$ cat config.mk
export PLATFORM = sky130hd
export DESIGN_NAME = cfg_frame_writer
export DESIGN_NICKNAME = d
export VERILOG_FILES = /design/src/rtl/cfg_frame_pkg.sv /design/src/rtl/cfg_strobe_decoder.sv /design/src/rtl/cfg_frame_writer.sv
export SDC_FILE = /design/constraint.sdc
export NUM_CORES = 1
export LEC_CHECK = 0
export BUFFER_PORTS_ARGS = -buffer_cell sky130_fd_sc_hd__buf_2
export CORE_MARGIN = 3
export CORE_UTILIZATION = 40
export DETAILED_ROUTE_END_ITERATION = 12
export GPL_TIMING_DRIVEN = 0
export SKIP_CTS_REPAIR_TIMING = 1
export SYNTH_ARGS = -nofsm -noshare
export SYNTH_HDL_FRONTEND = slang
export SYNTH_SLANG_ARGS = --single-unit
$ cat constraint.sdc
create_clock -name CLK -period 9 [get_ports CLK]
set_input_delay 0.45 -clock CLK [delete_from_list [all_inputs] [get_ports CLK]]
set_output_delay 0.45 -clock CLK [all_outputs]
set_load 0.05 [all_outputs]
$ cat src/rtl/cfg_frame_pkg.sv
// Shared types and constants for the configuration frame writer.
// Holds the FSM state encoding, header field positions and default session words.
package cfg_frame_pkg;

    typedef enum logic [1:0] {
        ST_IDLE   = 2'd0,
        ST_HEADER = 2'd1,
        ST_DATA   = 2'd2,
        ST_STROBE = 2'd3
    } state_e;

    localparam int COL_MSB = 31;
    localparam int COL_LSB = 24;
    localparam int FRM_MSB = 7;
    localparam int FRM_LSB = 0;

    localparam int HDR_FIELD_W = COL_MSB - COL_LSB + 1;

    localparam logic [31:0] SYNC_WORD   = 32'hFAB0_FAB1;
    localparam logic [31:0] DESYNC_WORD = 32'hFFFF_FFFF;

endpackage

$ cat src/rtl/cfg_strobe_decoder.sv
// Registered one-hot decoder: (column, frame, fire) -> FrameStrobe, one cycle after fire.
// Output is all-zero whenever fire is low.
module cfg_strobe_decoder
    import cfg_frame_pkg::*;
#(
    parameter int NumColumns      = 4,
    parameter int MaxFramesPerCol = 20
) (
    input  logic                                  clk_i,
    input  logic                                  rst_i,
    input  logic [HDR_FIELD_W-1:0]                col_i,
    input  logic [HDR_FIELD_W-1:0]                frame_i,
    input  logic                                  fire_i,
    output logic [MaxFramesPerCol*NumColumns-1:0] strobe_o
);

    logic [MaxFramesPerCol*NumColumns-1:0] strobe_d;
    logic [MaxFramesPerCol*NumColumns-1:0] strobe_q;

    always_comb begin
        strobe_d = '0;
        for (int c = 0; c < NumColumns; c++) begin
            for (int f = 0; f < MaxFramesPerCol; f++) begin
                strobe_d[c*MaxFramesPerCol+f] = fire_i
                    && (col_i == HDR_FIELD_W'(c))
                    && (frame_i == HDR_FIELD_W'(f));
            end
        end
    end

    always_ff @(posedge clk_i or posedge rst_i) begin
        if (rst_i) begin
            strobe_q <= '0;
        end else begin
            strobe_q <= strobe_d;
        end
    end

    assign strobe_o = strobe_q;

endmodule

$ cat src/rtl/cfg_frame_writer.sv
// Bitstream word stream -> FrameData rows plus a one-cycle one-hot FrameStrobe per frame.
// CfgReady drops for one cycle per frame while the strobe is being issued.
module cfg_frame_writer
    import cfg_frame_pkg::*;
#(
    parameter int          MaxFramesPerCol = 20,
    parameter int          FrameBitsPerRow = 32,
    parameter int          NumRows         = 4,
    parameter int          NumColumns      = 4,
    parameter logic [31:0] SyncWord        = SYNC_WORD,
    parameter logic [31:0] DesyncWord      = DESYNC_WORD
) (
    input  logic                                  CLK,
    input  logic                                  RST,
    input  logic [31:0]                           CfgData,
    input  logic                                  CfgValid,
    output logic                                  CfgReady,
    output logic [FrameBitsPerRow*NumRows-1:0]    FrameData,
    output logic [MaxFramesPerCol*NumColumns-1:0] FrameStrobe,
    output logic                                  ConfigActive,
    output logic [15:0]                           FrameCount,
    output logic                                  Error
);

    localparam int ROW_W = (NumRows > 1) ? $clog2(NumRows) : 1;

    state_e                             state_q, state_d;
    logic                               ready_q, ready_d;
    logic                               active_q, active_d;
    logic                               error_q, error_d;
    logic [15:0]                        count_q, count_d;
    logic [ROW_W-1:0]                   row_q, row_d;
    logic [HDR_FIELD_W-1:0]             col_q, col_d;
    logic [HDR_FIELD_W-1:0]             frm_q, frm_d;
    logic [FrameBitsPerRow*NumRows-1:0] data_q, data_d;

    logic                   accept;
    logic [HDR_FIELD_W-1:0] hdr_col;
    logic [HDR_FIELD_W-1:0] hdr_frm;

    assign accept  = CfgValid && ready_q;
    assign hdr_col = CfgData[COL_MSB:COL_LSB];
    assign hdr_frm = CfgData[FRM_MSB:FRM_LSB];

    always_comb begin
        state_d  = state_q;
        active_d = active_q;
        error_d  = error_q;
        count_d  = count_q;
        row_d    = row_q;
        col_d    = col_q;
        frm_d    = frm_q;
        data_d   = data_q;
        unique case (state_q)
            ST_IDLE: begin
                if (accept && (CfgData == SyncWord)) begin
                    state_d  = ST_HEADER;
                    active_d = 1'b1;
                    count_d  = '0;
                    error_d  = 1'b0;
                end
            end
            ST_HEADER: begin
                if (accept) begin
                    if (CfgData == DesyncWord) begin
                        state_d  = ST_IDLE;
                        active_d = 1'b0;
                    end else if ((int'(hdr_col) >= NumColumns) ||
                                 (int'(hdr_frm) >= MaxFramesPerCol)) begin
                        state_d  = ST_IDLE;
                        active_d = 1'b0;
                        error_d  = 1'b1;
                    end else begin
                        col_d   = hdr_col;
                        frm_d   = hdr_frm;
                        row_d   = '0;
                        state_d = ST_DATA;
                    end
                end
            end
            ST_DATA: begin
                if (accept) begin
                    data_d[row_q*FrameBitsPerRow +: FrameBitsPerRow] = CfgData;
                    if (row_q == ROW_W'(NumRows - 1)) begin
                        state_d = ST_STROBE;
                    end else begin
                        row_d = row_q + 1'b1;
                    end
                end
            end
            ST_STROBE: begin
                count_d = count_q + 16'd1;
                state_d = ST_HEADER;
            end
            default: state_d = ST_IDLE;
        endcase
        // Ready is registered, so it must already be low while the FSM sits in STROBE.
        ready_d = (state_d != ST_STROBE);
    end

    always_ff @(posedge CLK or posedge RST) begin
        if (RST) begin
            state_q  <= ST_IDLE;
            ready_q  <= 1'b0;
            active_q <= 1'b0;
            error_q  <= 1'b0;
            count_q  <= '0;
            row_q    <= '0;
            col_q    <= '0;
            frm_q    <= '0;
            data_q   <= '0;
        end else begin
            state_q  <= state_d;
            ready_q  <= ready_d;
            active_q <= active_d;
            error_q  <= error_d;
            count_q  <= count_d;
            row_q    <= row_d;
            col_q    <= col_d;
            frm_q    <= frm_d;
            data_q   <= data_d;
        end
    end

    cfg_strobe_decoder #(
        .NumColumns      (NumColumns),
        .MaxFramesPerCol (MaxFramesPerCol)
    ) u_strobe_dec (
        .clk_i    (CLK),
        .rst_i    (RST),
        .col_i    (col_q),
        .frame_i  (frm_q),
        .fire_i   (state_q == ST_STROBE),
        .strobe_o (FrameStrobe)
    );

    assign CfgReady     = ready_q;
    assign FrameData    = data_q;
    assign ConfigActive = active_q;
    assign FrameCount   = count_q;
    assign Error        = error_q;

endmodule

==> results of run 1 <==
## per-layer routing
metal  global-route usage  up-vias
met4               0.0521        2
met2                0.364      302
li1                     -     3743
met1                0.309     3909
met3               0.0610       45
met5                    0        -
## cells in the final DEF, fill, tap and decap left out, types with 2 or more instances in the layout
cell type,n
or4_1,6
nand2_1,298
clkbuf_8,9
buf_2,263
and4_1,2
buf_16,2
nand4_1,13
nor3b_1,5
nor3_1,7
or3_1,7
clkbuf_1,59
nor2b_1,13
o21bai_1,2
o21ai_0,143
a31oi_1,2
o211ai_1,5
and4b_1,2
clkbuf_16,27
xnor2_1,2
inv_1,2
ha_1,7
bufinv_16,2
nor2_1,91
and3_1,3
nand3_1,16
mux2_2,7
dfrtp_1,247
nand3b_1,2
clkinv_2,2
o31ai_1,2
nor4_1,4
## Yosys cell counts, types with 2 or more instances
cell      count
a31oi_1       2
and3_1        3
and4_1        2
and4b_1       2
buf_2         2
clkbuf_1     50
dfrtp_1     247
ha_1          7
inv_1         3
mux2_2        7
nand2_1     298
nand3_1      16
nand3b_1      2
nand4_1      13
nor2_1       91
nor2b_1      13
nor3_1        7
nor3b_1       5
nor4_1        4
o211ai_1      5
o21ai_0     143
o21bai_1      2
o31ai_1       2
or3_1         7
or4_1         6
xnor2_1       2
## flip-flops by register name, summed over array words and instances (netlist names)
signal,count
CfgReady,1
ConfigActive,1
Error,1
FrameCount,16
FrameData,128
col_q,8
frm_q,8
row_q,2
state_q,2
u_strobe_dec.strobe_o,80
## metrics by stage
step	power (mW)	area, sq um	TNS [ns]	utilization
floorplan	2.02	9480	0	-
global placement	2.29	11200	-258.15	0.486
detailed placement	2.30	11200	0	0.489
CTS	3.43	12200	0	0.529
global route	3.56	12200	0	0.529
finish	3.40	12200	0	0.529
## cell families (layout without fill, tap and decap cells)
| logic type | Yosys count | after routing | synth area share |
|---|---|---|---|
| AND/OR/NAND/NOR | 478 | 478 | 0.216 |
| buffers and inverters | 56 | 370 | 0.0232 |
| multiplexers | 8 | 8 | 0.00937 |
| flip-flops | 247 | 247 | 0.652 |
| adder cells (fa/ha/maj) | 7 | 7 | 0.00924 |
| XOR/XNOR | 3 | 3 | 0.00277 |
| AO/OA/AOI/OAI | 158 | 158 | 0.0871 |
## final timing paths
kind                          startpoint              to  slack [ns]
setup reg to reg                row_q[0]    FrameData[9]        6.40
max in group asynchronous            RST   FrameData[50]        7.69
min in group asynchronous            RST  FrameCount[15]        0.48
hold reg to reg            FrameData[31]   FrameData[31]        0.47
setup / recovery                row_q[0]    FrameData[9]        6.40
hold / removal               CfgData[17]   FrameData[49]        0.23
## layout make-up
class                      instances  area share
buffer                            53      0.0172
multi-input combinational        654       0.253
timing repair buffer             264       0.113
clock buffer                      45      0.0685
clock inverter                     5     0.00648
inverter                           3     0.00154
sequential                       247       0.508
tap                              313      0.0322
## worst max-delay path: stages, from the launching register on
cell and delay (ns):
dfrtp_1 0.48, inv_1 0.16, ha_1 0.38, nor3b_1 0.80, clkbuf_1 0.43, nand2_1 0.10
o21ai_0 0.17
## power by group through the flow
| stage | Sequential, mW | Clock, mW | Combinational, mW |
|---|---|---|---|
| 2_1_floorplan | 1.78 | 0 | 0.245 |
| 3_3_place_gp | 1.36 | 0 | 0.930 |
| 3_5_place_dp | 1.36 | 0 | 0.945 |
| 4_1_cts | 1.34 | 1.14 | 0.946 |
| 5_1_grt | 1.36 | 1.19 | 1.01 |
| 6_report | 1.34 | 1.12 | 0.938 |
==> metrics.txt, run 1 <==
status finished clean; number of warnings issued by yosys 0; Final min period 2.60 ns; filler cell count 2154; Horiz. Die Dim 160 um; number of cells on the worst hold path 3; setup slack after layout 6.40 ns; n_diodes 0; PD cells 279 nW/um^2; Avg Cell Area, Syn 9.91 sq um; post-synthesis cell area 9480 sq um; Worst Path Max Fanout 10; fraction of power consumed by combinational cells 0.276; number of distinct standard cells referenced by the synthesized netlist 42; Met3 Wirelength 2340 um; Power Internal 2.12 mW; final wirelength 29300 um; Setup crit start kind flip-flop; Post-synth top flop dfrtp_1; post-synth top area share 0.652; number of H-tree levels 1; critical path required time 9.44 ns; weighted congestion reported at the end of routability-driven placement 0.825; number of enable flip-flop cells after synthesis 0; worst hold-check slack 0.231 ns; data arrival time of the critical path 3.04 ns; pin count of the biggest net entering global routing 97; clock latency reported for the late side of the worst-skew pair 0.53 ns; maximum resistive drop on vdd 0.195 mV; number of cells after detailed placement 1533; share of synthesized area occupied by flip-flops and latches 0.652; Die H 160 um; initial core utilization 0.412; Sequential Area 6180 sq um; total count of hold-check failures in the final report 0; CTS Buf Count 27; overall fraction of global-route tracks in use 0.226; share of synthesized registers carrying an async set or reset 1.00; switching part of the total power 0.377; WS Path Type flip-flop to flip-flop; Critical Path End Type flip-flop; highest achievable clock rate 384 MHz; via count of the first global-routing pass 7917; half-perimeter wire length after placement 20600 um; max cap viols 0; nets in the synthesized netlist 999; unrepaired setup endpoints after global routing no; detailed-route vias per instance 5.05; flip-flop and latch count after synthesis 247; Layout area overhead 28.3%; detail-routed net length per standard cell 18.5 um; initial drt markers 562; worst setup slack after placement 6.39 ns; setup clock skew after layout 0.00958 ns; cell type with the largest total area after synthesis dfrtp_1; final non-filler cell total 1584; area taken by multi-input logic gates 3080 sq um; number of cells on the worst reg-to-reg path 6; final net count 1292; DRT met1 WL 12600 um; core area 23000 sq um; number of sinks handled by clock tree synthesis 247; Sequential Power Share 0.394; Clk network pwr share 0.330; Hold Crit Class primary input to flip-flop; boundary pin count 262; maximum clock path buffer count 3; total global routing overflow 0; clock transition at the registers of the reported paths 0.06 ns; uppermost layer routed met5; Final setup violation count 0; Die Area 25600 sq um; CTS tree built; total net switching power 1.28 mW; final clock period utilization by the worst path 0.289; initial antenna violation count 1; count of input and output buffers 261; clock root buffer clkbuf_16; wire length on met2 13700 um; Slew HR 0.357; number of standard cells after synthesis 957; largest cells by area after synthesis dfrtp_1 (65%), nand2_1 (12%), o21ai_0 (7.5%), nor2_1 (3.6%), clkbuf_1 (2.0%); actual slew at the worst max-slew pin 0.962 ns; Via Count 8001; row count 55; count of unresolved DRC violations after routing 0; total count of max-transition violations in the final report 0; wire length of the first global-routing pass 46200 um; leakage component of the power 6.12 nW; remaining antenna violation count after routing 0; first drt pass iteration count 5; fraction of final layout cells with drive strength greater than 1 0.251
Power figures use the tool's default switching activity.
==> run 2, diff against run 1 <==
- PLACE_DENSITY: unset -> 0.66
- clock period: 9 -> 2.35 ns (I/O delays scaled with it)
==> run 2 against run 1 <==
Against the previous run: setup slack got worse by 6.3 ns; cell count rose by 2.5%; hold slack lost 0.082 ns; critical path depth grew 1; critical path type is now primary input to flip-flop; critical endpoint is now FrameCount[2]; largest power group unchanged.
==> metrics.txt, run 2 (synthesized netlist as in run 1, its figures left out) <==
status finished clean; Horiz. Die Dim 160 um (unchanged); fraction of power consumed by combinational cells 0.283 (+0.007); CP startpoint CfgData[0]; Hold Crit Class primary input to async pin; Sequential Power Share 0.390 (-0.004); final net count 1332 (+3.1%); CP max stage cell nor4_4; CTS tree built; detail-routed net length per standard cell 18.3 um (-1.2%); filler cell count 2087 (-3.1%); WS Path Type primary input to flip-flop; final wirelength 29700 um (+1.2%); Worst Path Max Fanout 10 (unchanged); Layout area overhead 33.5%; pin count of the biggest net entering global routing 43 (-56%); Slew HR 0.481 (+0.123); Via Count 8146 (+1.8%); PD cells 1040 nW/um^2 (+270%); weighted congestion reported at the end of routability-driven placement 0.834 (+1.1%); Final setup violation count 0 (unchanged); initial drt markers 428 (-24%); row count 55 (unchanged); longest individual stage delay on the worst path 0.73 ns (-0.07 ns); clock transition at the registers of the reported paths 0.06 ns (about the same); flip-flop count of the largest register, all copies and words added 128 (unchanged); setup clock skew after layout 0.00950 ns (-0.0000784 ns); remaining antenna violation count after routing 0 (unchanged); cell chain of the critical path dlygate4sd3_1, buf_2, nand4_1, or4_4, nor4_4, buf_6, o21ai_0; detailed-route vias per instance 5.02 (-0.63%); count of unresolved DRC violations after routing 0 (unchanged); Critical Path End Type flip-flop; number of sinks handled by clock tree synthesis 247 (unchanged); number of H-tree levels 1 (unchanged); destination of the worst register-to-register timing path FrameData[28]; max cap viols 0 (unchanged); worst setup slack after placement -0.269 ns (-6.66 ns); final clock period utilization by the worst path 0.970; Die Area 25600 sq um (unchanged); boundary pin count 262 (unchanged); wire length of the first global-routing pass 46200 um (about the same); switching part of the total power 0.376 (-0.00108); overall fraction of global-route tracks in use 0.226 (about the same); highest achievable clock rate 439 MHz; cell area after placement 11300 sq um (+0.72%); Die H 160 um (unchanged); total count of hold-check failures in the final report 0 (unchanged); maximum clock path buffer count 3 (unchanged); fraction of final layout cells with drive strength greater than 1 0.266 (+0.0147); total net switching power 4.96 mW (+290%); FF-to-FF setup slack 0.12 ns (-6.28 ns); via count of the first global-routing pass 7962 (+0.57%); critical path required time 2.75 ns (-6.69 ns); clock root buffer clkbuf_16; half-perimeter wire length after placement 21100 um (+2.5%); number of cells on the worst reg-to-reg path 6 (unchanged); Clk network pwr share 0.327 (-0.003); end of the critical path FrameCount[2]; leakage component of the power 6.36 nW (+4.0%); total global routing overflow 0 (unchanged); CTS Buf Count 27 (unchanged); core area 23000 sq um (unchanged); leading cell type in the layout, fill and taps excluded nand2_1; setup slack after layout 0.0700 ns (-6.33 ns); Final min period 2.28 ns; first drt pass iteration count 5 (unchanged); count of input and output buffers 261 (unchanged); clock latency reported for the late side of the worst-skew pair 0.53 ns (about the same); total count of max-transition violations in the final report 0 (unchanged); initial core utilization 0.412 (unchanged); worst hold-check slack 0.149 ns (-0.0815 ns); initial antenna violation count 0 (-1); data arrival time of the critical path 2.68 ns (-0.36 ns); n_diodes 0 (unchanged); maximum resistive drop on vdd 0.895 mV (+360%); Critical R2R Launch row_q[0]; TNS Setup 0 ns (unchanged); Power Internal 8.25 mW (+290%); Setup crit start kind primary input; actual slew at the worst max-slew pin 0.773 ns (-0.189 ns); post-route cell area 12700 sq um (+4.1%); most frequent cells in the layout nand2_1 (298), buf_2 (263), dfrtp_1 (246), o21ai_0 (143), nor2_1 (90)
[run 2: layout make-up]
class                           instances  area (sq um)  share of cell area
Buffer                                 53           225              0.0178
Timing Repair Buffer                  304          1800               0.143
Clock inverter                         14           174              0.0137
Inverter                                3          15.0             0.00119
Multi-Input combinational cell        654          3130               0.247
Tap cell                              313           392              0.0309
Clock buffer                           35           736              0.0581
Sequential cell                       247          6180               0.488
[run 2: critical path, delay by kind of cell]
family	cells	cell delay, ns
AOI/OAI and AO/OA	1	0.09
buffers and inverters	3	1.06
and+or+nand+nor	3	1.39
[run 2: how the worst min path moves through the flow]
stage	start	end	slack [ns]	cells past startpoint
finish	RST	FrameCount[12]	0.15	3
floorplan	CfgData[0]	FrameData[0]	0.25	2
global placement	CfgData[13]	FrameData[109]	0.43	3
detailed placement	RST	FrameCount[12]	0.16	2
global route	RST	FrameCount[13]	0.19	3
CTS	RST	FrameCount[15]	-0.40	2
[run 2: power by group through the flow]
| stage | combinational, mW | sequential [mW] | clock, mW |
|---|---|---|---|
| floorplan | 0.937 | 6.81 | 0 |
| global route | 4.03 | 5.22 | 4.57 |
| finish | 3.74 | 5.15 | 4.32 |
| CTS | 3.63 | 5.13 | 4.40 |
| detailed placement | 3.63 | 5.19 | 0 |
| global placement | 3.55 | 5.19 | 0 |
[run 2: routing by layer]
| metal | track usage | vias up | part of all wire |
|---|---|---|---|
| li1 | - | 3820 | - |
| met4 | 0.0469 | 0 | 0.018 |
| met5 | 0 | - | 0 |
| met1 | 0.306 | 3971 | 0.43 |
| met3 | 0.0602 | 47 | 0.079 |
| met2 | 0.371 | 308 | 0.48 |
[run 2: per-stage QoR]
| stage | power (mW) | std cells | utilization |
|---|---|---|---|
| 3_3_place_gp | 8.74 | 1531 | 0.487 |
| 4_1_cts | 13.2 | 1587 | 0.532 |
| 2_1_floorplan | 7.75 | 957 | - |
| 5_1_grt | 13.8 | 1623 | 0.551 |
| 3_5_place_dp | 8.83 | 1538 | 0.493 |
| 6_report | 13.2 | 1623 | 0.551 |
